==> src/rtl/jt51_slot_wr_sched_pkg.sv <==
// Shared definitions for the JT51 slot write scheduler slice.
package jt51_pkg;

    localparam int JT51_SLOTS  = 32;
    localparam int JT51_SLOT_W = 5;

    typedef logic [JT51_SLOT_W-1:0] slot_t;

    // Next ring slot index, wrapping after the last populated slot.
    function automatic slot_t next_slot(input slot_t s, input slot_t last);
        return (s == last) ? '0 : s + slot_t'(1);
    endfunction

endpackage

==> src/rtl/jt51_slot_wr_sched_if.sv <==
// Host write request channel: (slot, data) with valid/ready handshake.
interface jt51_slot_wr_sched_if #(
    parameter int width = 5
);
    import jt51_pkg::*;

    logic             wr_valid;
    logic             wr_ready;
    slot_t            wr_slot;
    logic [width-1:0] wr_data;

    modport master (
        output wr_valid,
        output wr_slot,
        output wr_data,
        input  wr_ready
    );

    modport slave (
        input  wr_valid,
        input  wr_slot,
        input  wr_data,
        output wr_ready
    );

endinterface

==> src/rtl/jt51_slot_wr_sched_fifo.sv <==
// Pending-write FIFO: in-order (slot, data) storage with async reset.
// The caller never pushes when full nor pops when empty.
module jt51_wr_fifo
    import jt51_pkg::*;
#(
    parameter int width = 5,
    parameter int depth = 2
) (
    input  logic                     rst,
    input  logic                     clk,
    input  logic                     push,
    input  logic                     pop,
    input  slot_t                    din_slot,
    input  logic [width-1:0]         din_data,
    output logic [$clog2(depth):0]   count,
    output slot_t                    head_slot,
    output logic [width-1:0]         head_data
);

    localparam int PW = $clog2(depth);
    localparam int CW = PW + 1;

    logic [width-1:0] data_mem [depth];
    slot_t            slot_mem [depth];
    logic [PW-1:0]    rd_ptr;
    logic [PW-1:0]    wr_ptr;

    // Entry storage; contents need no reset because count gates visibility.
    always_ff @(posedge clk) begin
        if (push) begin
            data_mem[wr_ptr] <= din_data;
            slot_mem[wr_ptr] <= din_slot;
        end
    end

    // Pointers wrap naturally because depth is a power of two.
    always_ff @(posedge clk or posedge rst) begin
        if (rst) begin
            rd_ptr <= '0;
            wr_ptr <= '0;
            count  <= '0;
        end else begin
            if (push) wr_ptr <= wr_ptr + PW'(1);
            if (pop)  rd_ptr <= rd_ptr + PW'(1);
            case ({push, pop})
                2'b10:   count <= count + CW'(1);
                2'b01:   count <= count - CW'(1);
                default: count <= count;
            endcase
        end
    end

    // Head entry is the only one the scheduler may commit.
    always_comb begin
        head_slot = slot_mem[rd_ptr];
        head_data = data_mem[rd_ptr];
    end

    a_no_pop_empty: assert property (@(posedge clk) disable iff (rst) pop |-> (count != '0));

endmodule

==> src/rtl/jt51_slot_wr_sched.sv <==
// Slot write scheduler: queues host writes and splices each one into the
// recirculating 32-slot ring on the cen cycle where its slot is at ring_drop.
module jt51_slot_wr_sched
    import jt51_pkg::*;
#(
    parameter int width  = 5,
    parameter int stages = JT51_SLOTS,
    parameter int depth  = 2
) (
    input  logic                 rst,
    input  logic                 clk,
    input  logic                 cen,
    jt51_slot_wr_sched_if.slave  wr,
    input  logic [width-1:0]     ring_drop,
    output logic [width-1:0]     ring_din,
    output slot_t                cur_slot,
    output logic                 sync,
    output logic                 wr_done,
    output logic                 busy
);

    localparam int CW = $clog2(depth) + 1;
    localparam slot_t                  LAST    = slot_t'(stages - 1);
    localparam logic [JT51_SLOT_W:0]   LIMIT   = (JT51_SLOT_W + 1)'(stages);
    localparam logic [CW-1:0]          DEPTH_C = CW'(depth);

    logic [CW-1:0]    count;
    slot_t            head_slot;
    logic [width-1:0] head_data;
    logic             rdy_en;
    logic             accept;
    logic             slot_ok;
    logic             push;
    logic             hit;

    jt51_wr_fifo #(
        .width (width),
        .depth (depth)
    ) u_fifo (
        .rst       (rst),
        .clk       (clk),
        .push      (push),
        .pop       (hit),
        .din_slot  (wr.wr_slot),
        .din_data  (wr.wr_data),
        .count     (count),
        .head_slot (head_slot),
        .head_data (head_data)
    );

    // Handshake: ready only from registered count, so a full FIFO refuses
    // a push even when the head pops in the same cycle.
    always_comb begin
        wr.wr_ready = rdy_en & (count < DEPTH_C);
        accept      = wr.wr_valid & wr.wr_ready;
        slot_ok     = {1'b0, wr.wr_slot} < LIMIT;
        push        = accept & slot_ok;
    end

    // Commit mux: only the head may land, and only on an advancing cycle.
    always_comb begin
        busy     = (count != '0);
        hit      = busy & cen & (head_slot == cur_slot);
        ring_din = hit ? head_data : ring_drop;
        sync     = (cur_slot == '0);
    end

    // Slot counter tracks which slot's value is at the ring output.
    always_ff @(posedge clk or posedge rst) begin
        if (rst) begin
            cur_slot <= '0;
        end else if (cen) begin
            cur_slot <= next_slot(cur_slot, LAST);
        end
    end

    // Ready enable comes up on the first edge after reset; wr_done echoes a commit.
    always_ff @(posedge clk or posedge rst) begin
        if (rst) begin
            rdy_en  <= 1'b0;
            wr_done <= 1'b0;
        end else begin
            rdy_en  <= 1'b1;
            wr_done <= hit;
        end
    end

endmodule
==> src/flat_wrapper.sv <==
// flat-port wrapper written by rule: the top's interface ports become plain ports
module jt51_slot_wr_sched_flat import jt51_pkg::*;
#(
    parameter int width  = 5,
    parameter int stages = JT51_SLOTS,
    parameter int depth  = 2
)
  (rst, clk, cen, ring_drop, ring_din, cur_slot, sync, wr_done, busy, wr_wr_valid, wr_wr_slot, wr_wr_data, wr_wr_ready);
  jt51_slot_wr_sched_if #(.width(width)) wr_i ();
  input  logic rst;
  input  logic clk;
  input  logic cen;
  input  logic [width-1:0] ring_drop;
  output logic [width-1:0] ring_din;
  output slot_t cur_slot;
  output logic sync;
  output logic wr_done;
  output logic busy;
  input wire logic [$bits(wr_i.wr_valid)-1:0] wr_wr_valid;
  input wire logic [$bits(wr_i.wr_slot)-1:0] wr_wr_slot;
  input wire logic [$bits(wr_i.wr_data)-1:0] wr_wr_data;
  output wire logic [$bits(wr_i.wr_ready)-1:0] wr_wr_ready;
  assign wr_i.wr_valid = wr_wr_valid;
  assign wr_i.wr_slot = wr_wr_slot;
  assign wr_i.wr_data = wr_wr_data;
  assign wr_wr_ready = wr_i.wr_ready;
  jt51_slot_wr_sched #(.width(width), .stages(stages), .depth(depth)) u_core (.rst(rst), .clk(clk), .cen(cen), .wr(wr_i), .ring_drop(ring_drop), .ring_din(ring_din), .cur_slot(cur_slot), .sync(sync), .wr_done(wr_done), .busy(busy));
endmodule
==> config.mk <==
export PLATFORM = sky130hd
export DESIGN_NAME = jt51_slot_wr_sched_flat
export DESIGN_NICKNAME = d
export VERILOG_FILES = /design/src/rtl/jt51_slot_wr_sched_pkg.sv /design/src/rtl/jt51_slot_wr_sched_if.sv /design/src/rtl/jt51_slot_wr_sched_fifo.sv /design/src/rtl/jt51_slot_wr_sched.sv /design/src/flat_wrapper.sv
export SDC_FILE = /design/constraint.sdc
export NUM_CORES = 1
export LEC_CHECK = 0
export ABC_AREA = 1
export BUFFER_PORTS_ARGS = -buffer_cell sky130_fd_sc_hd__clkbuf_2
export CAP_MARGIN = 20
export CORE_MARGIN = 10
export CORE_UTILIZATION = 45
export CTS_BUF_LIST = sky130_fd_sc_hd__clkbuf_4 sky130_fd_sc_hd__clkbuf_8 sky130_fd_sc_hd__clkbuf_16
export DETAILED_ROUTE_END_ITERATION = 10
export MAX_ROUTING_LAYER = met4
export PLACE_DENSITY_LB_ADDON = 0.15
export SYNTH_ARGS = -nofsm -noshare
export SYNTH_HDL_FRONTEND = slang
export SYNTH_SLANG_ARGS = --single-unit
==> constraint.sdc <==
create_clock -name clk -period 2.19 [get_ports clk]
set_input_delay 0.1095 -clock clk [delete_from_list [all_inputs] [get_ports clk]]
set_output_delay 0.1095 -clock clk [all_outputs]
set_load 0.01 [all_outputs]
# --- Word level (Yosys, flattened, before mapping) ---
# Memories as Yosys holds them, arrays and structs flattened.
# Cells that the tools add are included.
totals:
  reg_bits: 11
  latchBits: 0
  mem_bits_rw: 20
  romBits: 0
  in_bits: 19
  out_inout_bits: 14
  wordCells: 30
  mem_count: 2
mem_list:
  columns: ["memory", "depth", "word_bits", "read_ports", "rd_ports_with_merged_regs", "write_ports", "line", "source"]
  rows:
  - ["u_core.u_fifo.data_mem", 2, 5, 1, 0, 1, "jt51_slot_wr_sched_fifo.sv:23", "logic [width-1:0] data_mem [depth];"]
  - ["u_core.u_fifo.slot_mem", 2, 5, 1, 0, 1, "jt51_slot_wr_sched_fifo.sv:24", "slot_t slot_mem [depth];"]
op_classes:
  addsub: 5
  n_mul: 0
  div_mod_pow: 0
  order_cmp: 1
  n_eq_ne: 4
  shifts: 0
  mux: 5
  bitwise_logic: 4
  n_reduce_logical: 3
op_table:
  columns: ["op", "count"]
  rows:
  - ["two-way mux 5 bit", 2]
  - ["adder 5 x 1 -> 5 bit (second input constant)", 1]
  - ["equality test 5 bit", 1]
  - ["equality test 5 bit (second input constant)", 1]
  - ["zero test 5 bit", 1]
  - ["AND 1 bit", 4]
  - ["one-hot mux 2 bit (2 select lines)", 1]
  - ["nonzero test 2 bit", 2]
  - ["adder 1 bit (second input constant)", 2]
  - ["adder 2 x 1 -> 2 bit (second input constant)", 1]
  - ["equality test 2 x 1 -> 1 bit (second input constant)", 1]
  - ["equality test 2 bit (second input constant)", 1]
  - ["< comparator 2 bit (second input constant)", 1]
  - ["two-way mux 1 bit", 2]
  - ["subtractor 2 x 1 -> 2 bit (second input constant)", 1]

# --- Longest topological paths before layout ---
# Gate-level depths: netlist of the first run.
logic_depth:
  ltp_word: 5
  ltp_mapped: 12
  ltp_nobuf: 12

# --- Hierarchy ---
# A second synthesis of the first run with hierarchy kept.
unflattened:
  cells_unflattened: 161
  hier_area_um2: 1619.1
by_module_without_submodules:
  columns: ["mod", "n_inst", "cells_per_inst", "area_each_um2", "seq_area_each_um2"]
  rows:
  - ["jt51_wr_fifo", 1, 75, 984.7, 700.7]
  - ["jt51_slot_wr_sched", 1, 86, 634.4, 175.2]

# --- Worst setup path after synthesis of the first run ---
# No wires, ideal clock.
synth_timing:
  kind: "register to register"
  startpoint: "register u_core.u_fifo.rd_ptr"
  endpoint: "register u_core.u_fifo.count[1]"
  setup_ps: 124
  arrival_time_ps: 1697
  t_required_ps: 2066
  path_slack_ps: 369
  stages_incl_launch_ff: 13
  path_buffers: 1
  synth_period_minus_slack_ps: 1821
  cell_sequence: "dfrtp_1 > inv_2 > buf_6 > nand2_2 > nand3_2 > nand2_4 > nor2_8 > nand3_4 > inv_2 > ha_1 > a21oi_1 > o21ai_0 > xnor2_1"
synth_via:
  elab_chain_len: 5
  elab_cells_between_ends: 7
  cone_classes: "eq/ne (3); mux (1); bitwise (1); reduce/logical (1); memory (1)"
synth_lines:
  columns: ["item", "line", "source"]
  rows:
  - ["start: declaration", "jt51_slot_wr_sched_fifo.sv:25", "logic [PW-1:0] rd_ptr;"]
  - ["start signal: assignment", "jt51_slot_wr_sched_fifo.sv:44", "if (pop) rd_ptr <= rd_ptr + PW'(1);"]
  - ["memory (2 x 5 bit) *", null, null]
  - ["equality test 5 bit *", "jt51_slot_wr_sched.sv:63", "hit = busy & cen & (head_slot == cur_slot);"]
  - ["AND 1 bit *", "jt51_slot_wr_sched.sv:63", null]
  - ["via u_core.hit", "jt51_slot_wr_sched.sv:34", "logic hit;"]
  - ["equality test 2 x 1 -> 1 bit / equality test 2 bit (equally long branches)", "jt51_slot_wr_sched_fifo.sv:45", "case ({push, pop})"]
  - ["one-hot mux 2 bit (2 select lines) / nonzero test 2 bit (equally long branches)", null, null]
  - ["end signal: assignment", "jt51_slot_wr_sched_fifo.sv:46", "2'b10: count <= count + CW'(1);"]
  - ["end signal: assignment", "jt51_slot_wr_sched_fifo.sv:47", "2'b01: count <= count - CW'(1);"]
  - ["end signal: assignment", "jt51_slot_wr_sched_fifo.sv:48", "default: count <= count;"]
  - ["end: declaration", "jt51_slot_wr_sched_fifo.sv:15", "output logic [$clog2(depth):0] count,"]
# The timed path passes the listed nets; every way through them passes the cells marked *.
# A chain may end at the register's enable or synchronous reset.

# --- Worst setup path in the final report of the first run ---
# Same ends and word-level chain as after synthesis.

==> impl_metrics.toml, run 1 <==
[hold_path]
hp-start = "cen"
whs_endpoint = "u_core.cur_slot[2]"
hold_path.class = "input port to register"
hold_path_depth = 2

[worst_setup_path]
reg2regPathDepth = 12
crit_path_end_kind = "register"
critPathMaxFanout = 9
rrSetupSlack_ns = 0.19
critPathMaxStageDelay_ns = 0.47
cp_slowest_cell = "dfrtp_2"
cp-start-kind = "register"
crit_arrival_ns = 2.21
critPathMostFrequentCell = "nand2_1"
crit_required_ns = 2.41
worstPathCellList = "buf_4 -> nand2_1 -> nand2_1 -> nand2_1 -> nand2_2 -> nor2_8 -> nand3_4 -> inv_2 -> ha_1 -> a21oi_1 -> o21ai_0 -> xnor2_1"
r2r-start = "u_core.u_fifo.rd_ptr"
path_class = "register to register"
reg2reg_to = "u_core.u_fifo.count[1]"

[clock_network]
htreeDepth = 2
cts_made_buffers = 5
clk_pin_slew_ns = 0.10
cts_root_buffer = "clkbuf_4"
clock_latency_ns = 0.32
cts_tree = "built"
clockBufferDepth = 2
cts.sinks = 31

[finish]
n_antenna_cell = 0
final_layout_size_suffix_gt1_frac = 0.3524
fillers = 317
area_delta_synth_final_pct = 26.72
layout.cells.non_filler = 256
final_util = 0.5964
final_nets = 232

[floorplan]
fp.dieH_um = 79.31
die-area_um2 = 6289
die_width_um = 79.31
ios = 33
core_area_um2 = 3363
start_util = 0.4706
rows = 21

[grt]
antenna_found_initial = 0
grt_overflow = 0
grt_pass1_vias = 1304
grt_max_degree = 14
gr-usage-all-layers = 0.1168
grt_pass1_wl_um = 5740

[timing]
fin_setup_tns_ns = 0
skew_ns = 0.005004
drv_slew = 0
clock.fmax_ghz = 0.5006
hold_ws_ns = 0.04964
min_period_ns = 1.998
setup_violations = 0
rsz0062_at_grt = "false"
hold_violations = 0
post-route-period-util = 0.9122

[synth]
synth_most_common_cell = "nand2_1"
syn-num-nets = 177
synthFlopType = "edfxtp_1"
synth_commonest_cells = "nand2_1 (47), edfxtp_1 (20), inv_1 (13), dfrtp_1 (11), nand2_2 (9)"
yosysWarnings = 0
synth.avg_cell_area_um2 = 10.28
synth_area_leader_cell = "edfxtp_1"
synthCells = 154
async_flop_share = 0.3548
yosys.area.top_type_share = 0.3794
ys_seq_area_frac = 0.5534
synth_edf_count = 20
synthTopCellsByArea = "edfxtp_1 (38%), dfrtp_1 (17%), nand2_1 (11%)"
synth_seq_cells = 31
synth_area_um2 = 1583
ys_types = 30

[detailed_routing]
drtIter0Drc = 65
drt-total-wl_um = 3293
drt-vias-per-instance = 4.668
ant_nets = 0
firstDrtPassIters = 4
drc = 0
via_count = 1195
wire_per_inst_um = 12.86

[job]
cap_violations = 0

[power]
ir_drop_uv = 539.9
power.leakage_nw = 0.9801
power.density_nw_per_um2 = 1062

[placed_design]
io_buffers = 32
dp_cells = 233
place_hpwl_um = 2345
gp_congestion = 0.8663

[outcome]
status = "finished clean"
==> layout by cell type, fill, tap and decap left out <==
cell type | netlist | routed
clkinv_1 | 2 | 2
xor2_1 | 1 | 1
nor2_8 | 2 | 2
edfxtp_1 | 20 | 20
nor2_1 | 7 | 7
ha_1 | 4 | 4
or2_1 | 1 | 1
mux2i_1 | 1 | 1
o21ai_1 | 1 | 1
nor4_1 | 1 | 1
nor2_4 | 2 | 2
conb_1 | 1 | 1
dfrtp_1 | 11 | 10
clkbuf_2 | 0 | 32
inv_2 | 3 | 2
a21oi_1 | 2 | 1
clkbuf_4 | 0 | 5
nand3_2 | 4 | 4
dlygate4sd3_1 | 0 | 11
inv_6 | 0 | 1
nand2_2 | 9 | 10
nand4_1 | 6 | 6
nand3_1 | 4 | 4
o22ai_1 | 1 | 1
nand2_4 | 2 | 2
buf_4 | 0 | 7
dfrtp_2 | 0 | 1
xnor2_1 | 2 | 2
nand3_4 | 1 | 1
nand2_1 | 47 | 46
inv_1 | 13 | 13
o21ai_0 | 1 | 1
nor3_1 | 1 | 1
a21oi_2 | 0 | 1
bufinv_8 | 1 | 1
clkinv_2 | 0 | 3
a31oi_1 | 1 | 1
==> cells by family (layout without fill, tap and decap cells) <==
group | count (synthesis) | after routing | share of synthesized area
compound gates | 6 | 6 | 0.02055
xor+xnor | 3 | 3 | 0.01660
fa+ha+maj | 4 | 4 | 0.03162
buf+inv | 21 | 77 | 0.06799
flops | 31 | 31 | 0.5534
mux | 1 | 1 | 0.006324
other cells | 1 | 1 | 0.002369
simple gates | 87 | 87 | 0.3012
==> sequential cells by signal (all words and copies together) (netlist names) <==
name	count
u_core.u_fifo.data_mem	10
u_core.cur_slot	5
u_core.u_fifo.rd_ptr	1
u_core.rdy_en	1
u_core.u_fifo.slot_mem	10
u_core.u_fifo.wr_ptr	1
u_core.wr_done	1
u_core.u_fifo.count	2
==> timing repair <==
action	in CTS	in global routing
gates resized for setup	0	5
setup buffers	0	4
endpoints found under the hold margin	31	0
setup endpoints to repair	0	6
hold buffers	11	0
==> critical path, delay by kind of cell, from the launching register on <==
family / cells / cell delay, ns
xor gates and xnor gates: 1 / 0.13
AOI/OAI and AO/OA: 2 / 0.22
buffers and inverters: 2 / 0.27
DFF: 1 / 0.47
adders and majority gates: 1 / 0.24
and+or+nand+nor: 6 / 0.57
==> stage by stage <==
stage | total power, mW | instance area (um^2) | worst slack, ns
floorplan | 1.526 | 1583 | 0.3685
global placement | 1.708 | 1800 | 0.1918
detailed placement | 1.727 | 1800 | 0.1262
CTS | 2.057 | 1963 | 0.1031
global route | 2.322 | 2006 | 0.01857
finish | 2.129 | 2006 | 0.1924
==> cell type report <==
| type | instances | area, um^2 | share of cell area |
|---|---|---|---|
| clock buffers | 5 | 37.54 | 0.01871 |
| clock inverters | 3 | 15.01 | 0.007486 |
| inverters | 19 | 90.09 | 0.04492 |
| multi-input cells | 102 | 605.6 | 0.3019 |
| flip-flops and latches | 31 | 877.1 | 0.4373 |
| well taps | 46 | 57.56 | 0.02870 |
| repair buffers | 50 | 322.8 | 0.1609 |
==> worst max path at each step <==
stage / to / from / depth (start not counted)
3_3_place_gp: u_core.u_fifo.count[1] / u_core.u_fifo.rd_ptr / 10
2_1_floorplan: u_core.u_fifo.count[1] / u_core.u_fifo.rd_ptr / 12
6_report: u_core.u_fifo.count[1] / u_core.u_fifo.rd_ptr / 12
5_1_grt: u_core.u_fifo.count[1] / u_core.u_fifo.rd_ptr / 11
4_1_cts: u_core.u_fifo.count[1] / u_core.u_fifo.rd_ptr / 10
3_5_place_dp: u_core.u_fifo.count[1] / u_core.u_fifo.rd_ptr / 10
==> report_power, final <==
part,leakage [nW],switching (mW),internal [mW]
sequential,0.313,0.115,0.751
combinational,0.632,0.564,0.391
clock,0.0347,0.190,0.119
total,0.980,0.868,1.26
==> layer usage <==
metal | GRT usage | share of wire
met5 | - | 0
met4 | 0.03943 | 0.0085
met3 | 0.03941 | 0.043
met2 | 0.1941 | 0.53
met1 | 0.1283 | 0.41
No activity file was read; power rests on OpenSTA's default activity.
==> run 2, diff against run 1 <==
--- a/config.mk
+++ b/config.mk
@@ -6,12 +6,14 @@
 export NUM_CORES = 1
 export LEC_CHECK = 0
 export ABC_AREA = 1
-export BUFFER_PORTS_ARGS = -buffer_cell sky130_fd_sc_hd__clkbuf_2
 export CAP_MARGIN = 20
+export CELL_PAD_IN_SITES_DETAIL_PLACEMENT = 1
+export CELL_PAD_IN_SITES_GLOBAL_PLACEMENT = 2
 export CORE_MARGIN = 10
-export CORE_UTILIZATION = 45
+export CORE_UTILIZATION = 38
 export CTS_BUF_LIST = sky130_fd_sc_hd__clkbuf_4 sky130_fd_sc_hd__clkbuf_8 sky130_fd_sc_hd__clkbuf_16
 export DETAILED_ROUTE_END_ITERATION = 10
+export DONT_BUFFER_PORTS = 1
 export MAX_ROUTING_LAYER = met4
 export PLACE_DENSITY_LB_ADDON = 0.15
 export SYNTH_ARGS = -nofsm -noshare
==> impl_metrics.toml, run 2 (synthesis results as in run 1) <==
[detailed_routing]
drt-total-wl_um = 3643
drt-vias-per-instance = 4.881
via_count = 1108
firstDrtPassIters = 4
drc = 0
wire_per_inst_um = 16.05
ant_nets = 0
drtIter0Drc = 38

[worst_setup_path]
cp-start-kind = "register"
path_delay_family = "compound AO/OA/AOI/OAI gates"
crit_required_ns = 2.35
critPathBufInv = 2
path_class = "register to register"
crit_arrival_ns = 2.20
critPathMaxFanout = 13
crit_path_end_kind = "register"
critPathMaxStageDelay_ns = 0.40
worstPathCellList = "inv_2 -> nand2_1 -> a21oi_1 -> nor2_4 -> nand3_4 -> inv_2 -> ha_1 -> a21oi_1 -> o21ai_0 -> xnor2_1"
cp_slowest_cell = "dfrtp_1"

[timing]
skew_ns = 0.007576
rsz0062_at_grt = "false"
clock.fmax_ghz = 0.4907
post-route-period-util = 0.9305
setup_violations = 0
hold_violations = 0
min_period_ns = 2.038
drv_slew = 0
fin_setup_tns_ns = 0

[clock_network]
clk_pin_slew_ns = 0.07
htreeDepth = 2
cts_root_buffer = "clkbuf_8"
clock_latency_ns = 0.28
clockBufferDepth = 2
postCtsSetupBuffers = 0
cts_tree = "built"
cts_made_buffers = 5
cts.sinks = 31

[floorplan]
rows = 23
die_width_um = 84.54
die-area_um2 = 7147
fp.dieH_um = 84.54
ios = 33
start_util = 0.3929
core_area_um2 = 4029

[grt]
grt_max_degree = 14
grt_pass1_vias = 1239
antenna_found_initial = 0
grt_overflow = 0
grt_pass1_wl_um = 6182
gr-usage-all-layers = 0.1122

[finish]
final_nets = 199
mostFrequentLayoutCells = "nand2_1 (47), edfxtp_1 (20), inv_1 (13)"
fillers = 460
top_regs = "u_core.u_fifo.data_mem (10), u_core.u_fifo.slot_mem (10), u_core.cur_slot (5)"
mostFrequentLayoutCell = "nand2_1"
final_layout_size_suffix_gt1_frac = 0.2090
area_delta_synth_final_pct = 18.10
n_antenna_cell = 0
fin_area_um2 = 1869

[placed_design]
io_buffers = 0
gp_congestion = 0.7494
place_hpwl_um = 2828
placed_cell_area_um2 = 1660

[power]
ir_drop_uv = 631.1
power.leakage_nw = 0.8544
power.density_nw_per_um2 = 1155

[job]
cap_violations = 0

[hold_path]
hold_path.class = "input port to register"

[outcome]
status = "finished clean"
==> run 2: cell types whose count changed in the layout (fill, tap and decap cells not counted), moves of 2 or more <==
cell,change
buf_4,-2
clkbuf_2,-32
clkbuf_4,-3
clkbuf_8,+5
clkinv_2,-2
==> run 2: repair_timing <==
item                                   in CTS  in global routing
gates resized for setup                     0                  0
setup endpoints to repair                   0                  0
hold buffers                               12                  0
endpoints found under the hold margin      35                  0
==> run 2: layout make-up <==
| class | instances | area [um^2] | share of cell area |
|---|---|---|---|
| tap | 50 | 62.56 | 0.03347 |
| clock buffer | 7 | 83.83 | 0.04485 |
| timing repair buffer | 17 | 157.7 | 0.08434 |
| clock inverter | 1 | 5.005 | 0.002677 |
| multi-input combinational | 102 | 599.3 | 0.3206 |
| sequential | 31 | 875.8 | 0.4685 |
| inverter | 19 | 85.08 | 0.04552 |
==> run 2: where the power goes <==
group          internal, mW  leakage (nW)  switching, mW  total (mW)
Clock                 0.247        0.0491          0.200       0.447
Sequential            0.750         0.315          0.136       0.886
Combinational         0.297         0.491          0.529       0.826
Total                  1.29         0.854          0.864        2.16
==> run 2: layer usage <==
metal	wire [um]	up-vias	share of wire	global-route usage
li1	-	543	-	-
met1	1558	541	0.43	0.1180
met2	1889	22	0.52	0.1860
met3	182	2	0.050	0.04734
met4	12	0	0.0033	0.03593
met5	0	-	0	-
==> run 2: tightest hold or removal path: stages <==
cell and delay (ns):
nand2_1 0.05, nand2_1 0.07, a31oi_1 0.03
==> run 2: worst paths after layout <==
path | from | end | slack [ns] | cells past startpoint
setup / recovery | u_core.u_fifo.rd_ptr | u_core.u_fifo.count[1] | 0.15 | 10
min in group asynchronous | rst | u_core.u_fifo.rd_ptr | 0.28 | 2
hold / removal | cen | u_core.cur_slot[2] | 0.02 | 3
hold reg to reg | u_core.u_fifo.count[0] | u_core.u_fifo.count[0] | 0.53 | 1
max in group asynchronous | rst | u_core.wr_done | 1.60 | 2
setup reg to reg | u_core.u_fifo.rd_ptr | u_core.u_fifo.count[1] | 0.15 | 10
==> run 2: stage by stage <==
stage / hold slack, ns / utilization / setup slack [ns] / std cells / total power, mW
detailed placement: 0.04068 / 0.4121 / 0.1488 / 207 / 1.720
global placement: 0.03714 / 0.4121 / 0.2392 / 207 / 1.698
CTS: 0.008227 / 0.4640 / 0.1176 / 227 / 2.200
finish: 0.01885 / 0.4640 / 0.1522 / 227 / 2.158
floorplan: -0.03806 / - / 0.3685 / 154 / 1.526
global route: 0.01934 / 0.4640 / 0.02454 / 227 / 2.338
==> run 3, diff against run 2 <==
--- a/config.mk
+++ b/config.mk
@@ -14,6 +14,7 @@
 export CTS_BUF_LIST = sky130_fd_sc_hd__clkbuf_4 sky130_fd_sc_hd__clkbuf_8 sky130_fd_sc_hd__clkbuf_16
 export DETAILED_ROUTE_END_ITERATION = 10
 export DONT_BUFFER_PORTS = 1
+export HOLD_SLACK_MARGIN = 0.03
 export MAX_ROUTING_LAYER = met4
 export PLACE_DENSITY_LB_ADDON = 0.15
 export SYNTH_ARGS = -nofsm -noshare
==> impl_metrics.toml, run 3 (synthesis results as in run 1) <==
[worst_setup_path]
worstPathCellList = "inv_2 -> nand2_1 -> a21oi_1 -> nor2_4 -> nand3_4 -> inv_2 -> ha_1 -> a21oi_1 -> o21ai_0 -> xnor2_1"
critPathMaxStageDelay_ns = 0.40
cp-start-kind = "register"
crit_path_end_kind = "register"
cp_slowest_cell = "dfrtp_1"
crit_arrival_ns = 2.20
crit_required_ns = 2.35
path_delay_family = "compound AO/OA/AOI/OAI gates"
path_class = "register to register"
critPathBufInv = 2
critPathMaxFanout = 13

[floorplan]
rows = 23
core_area_um2 = 4029
fp.dieH_um = 84.54
start_util = 0.3929
die_width_um = 84.54
die-area_um2 = 7147
ios = 33

[grt]
grt_pass1_wl_um = 6147
gr-usage-all-layers = 0.1116
antenna_found_initial = 0
grt_max_degree = 14
grt_pass1_vias = 1234
grt_overflow = 0

[timing]
fin_setup_tns_ns = 0
min_period_ns = 2.038
drv_slew = 0
hold_violations = 0
post-route-period-util = 0.9305
setup_violations = 0
clock.fmax_ghz = 0.4907
skew_ns = 0.007638
rsz0062_at_grt = "false"

[clock_network]
ctsHoldBuffers = 12
cts_tree = "built"
clk_pin_slew_ns = 0.07
ctsResizeCount = 0
cts_made_buffers = 5
htreeDepth = 2
clock_latency_ns = 0.28
cts.sinks = 31
clockBufferDepth = 2
cts_root_buffer = "clkbuf_8"
postCtsSetupBuffers = 0

[finish]
area_delta_synth_final_pct = 18.10
fin_area_um2 = 1869
fillers = 460
n_antenna_cell = 0
mostFrequentLayoutCells = "nand2_1 (47), edfxtp_1 (20), inv_1 (13)"
mostFrequentLayoutCell = "nand2_1"
final_layout_size_suffix_gt1_frac = 0.2090
final_nets = 199
top_regs = "u_core.u_fifo.data_mem (10), u_core.u_fifo.slot_mem (10), u_core.cur_slot (5)"

[placed_design]
gp_congestion = 0.7494
placed_cell_area_um2 = 1660
io_buffers = 0
place_hpwl_um = 2828

[detailed_routing]
via_count = 1100
drt-vias-per-instance = 4.846
wire_per_inst_um = 15.88
drt-total-wl_um = 3604
drc = 0
ant_nets = 0
drtIter0Drc = 52
firstDrtPassIters = 4

[power]
ir_drop_uv = 631.1
power.leakage_nw = 0.8544
power.density_nw_per_um2 = 1154

[outcome]
status = "finished clean"

[job]
cap_violations = 0

[hold_path]
hold_path.class = "input port to register"
[run 3: cell counts in the layout (fill, tap and decap cells not counted)]
No cell type changed its count.
[run 3: routing by layer]
metal | vias up | wire [um] | GRT usage
li1 | 543 | - | -
met1 | 535 | 1533 | 0.1169
met2 | 20 | 1876 | 0.1853
met3 | 2 | 182 | 0.04734
met4 | 0 | 12 | 0.03593
met5 | - | 0 | -
[run 3: layout make-up]
cell class                 count  area [um^2]  share of cell area
clock buffer                   7        83.83             0.04485
inverter                      19        85.08             0.04552
sequential                    31        875.8              0.4685
timing repair buffer          17        157.7             0.08434
multi-input combinational    102        599.3              0.3206
clock inverter                 1        5.005            0.002677
tap                           50        62.56             0.03347
[run 3: worst paths after layout]
path | endpoint | from | slack [ns] | cells after the start
min in group asynchronous | u_core.u_fifo.rd_ptr | rst | 0.28 | 2
max | u_core.u_fifo.count[1] | u_core.u_fifo.rd_ptr | 0.15 | 10
min reg2reg | u_core.u_fifo.count[0] | u_core.u_fifo.count[0] | 0.53 | 1
max in group asynchronous | u_core.wr_done | rst | 1.60 | 2
min | u_core.u_fifo.wr_ptr | wr_wr_valid | 0.09 | 2
max reg2reg | u_core.u_fifo.count[1] | u_core.u_fifo.rd_ptr | 0.15 | 10
[run 3: power by group]
| group | switching (mW) | internal [mW] | leakage [nW] |
|---|---|---|---|
| combinational | 0.529 | 0.297 | 0.491 |
| clock | 0.200 | 0.247 | 0.0491 |
| sequential | 0.135 | 0.750 | 0.315 |
| total | 0.864 | 1.29 | 0.854 |
[run 3: worst reg2reg max path: cells and delay by family (launching register included)]
family	cells	cell delay [ns]
AND/OR/NAND/NOR	3	0.32
flip-flops	1	0.40
buffers and inverters	2	0.28
AO/OA/AOI/OAI	3	0.48
XOR/XNOR	1	0.14
adder cells (fa/ha/maj)	1	0.30
[run 3: through the flow]
step	total power [mW]	util	hold slack (ns)	setup WS, ns	cells
2_1_floorplan	1.526	-	-0.03806	0.3685	154
3_3_place_gp	1.698	0.4121	0.03714	0.2392	207
3_5_place_dp	1.720	0.4121	0.04068	0.1488	207
4_1_cts	2.201	0.4640	0.08046	0.1176	227
5_1_grt	2.338	0.4640	0.07828	0.02454	227
6_report	2.158	0.4640	0.08645	0.1521	227
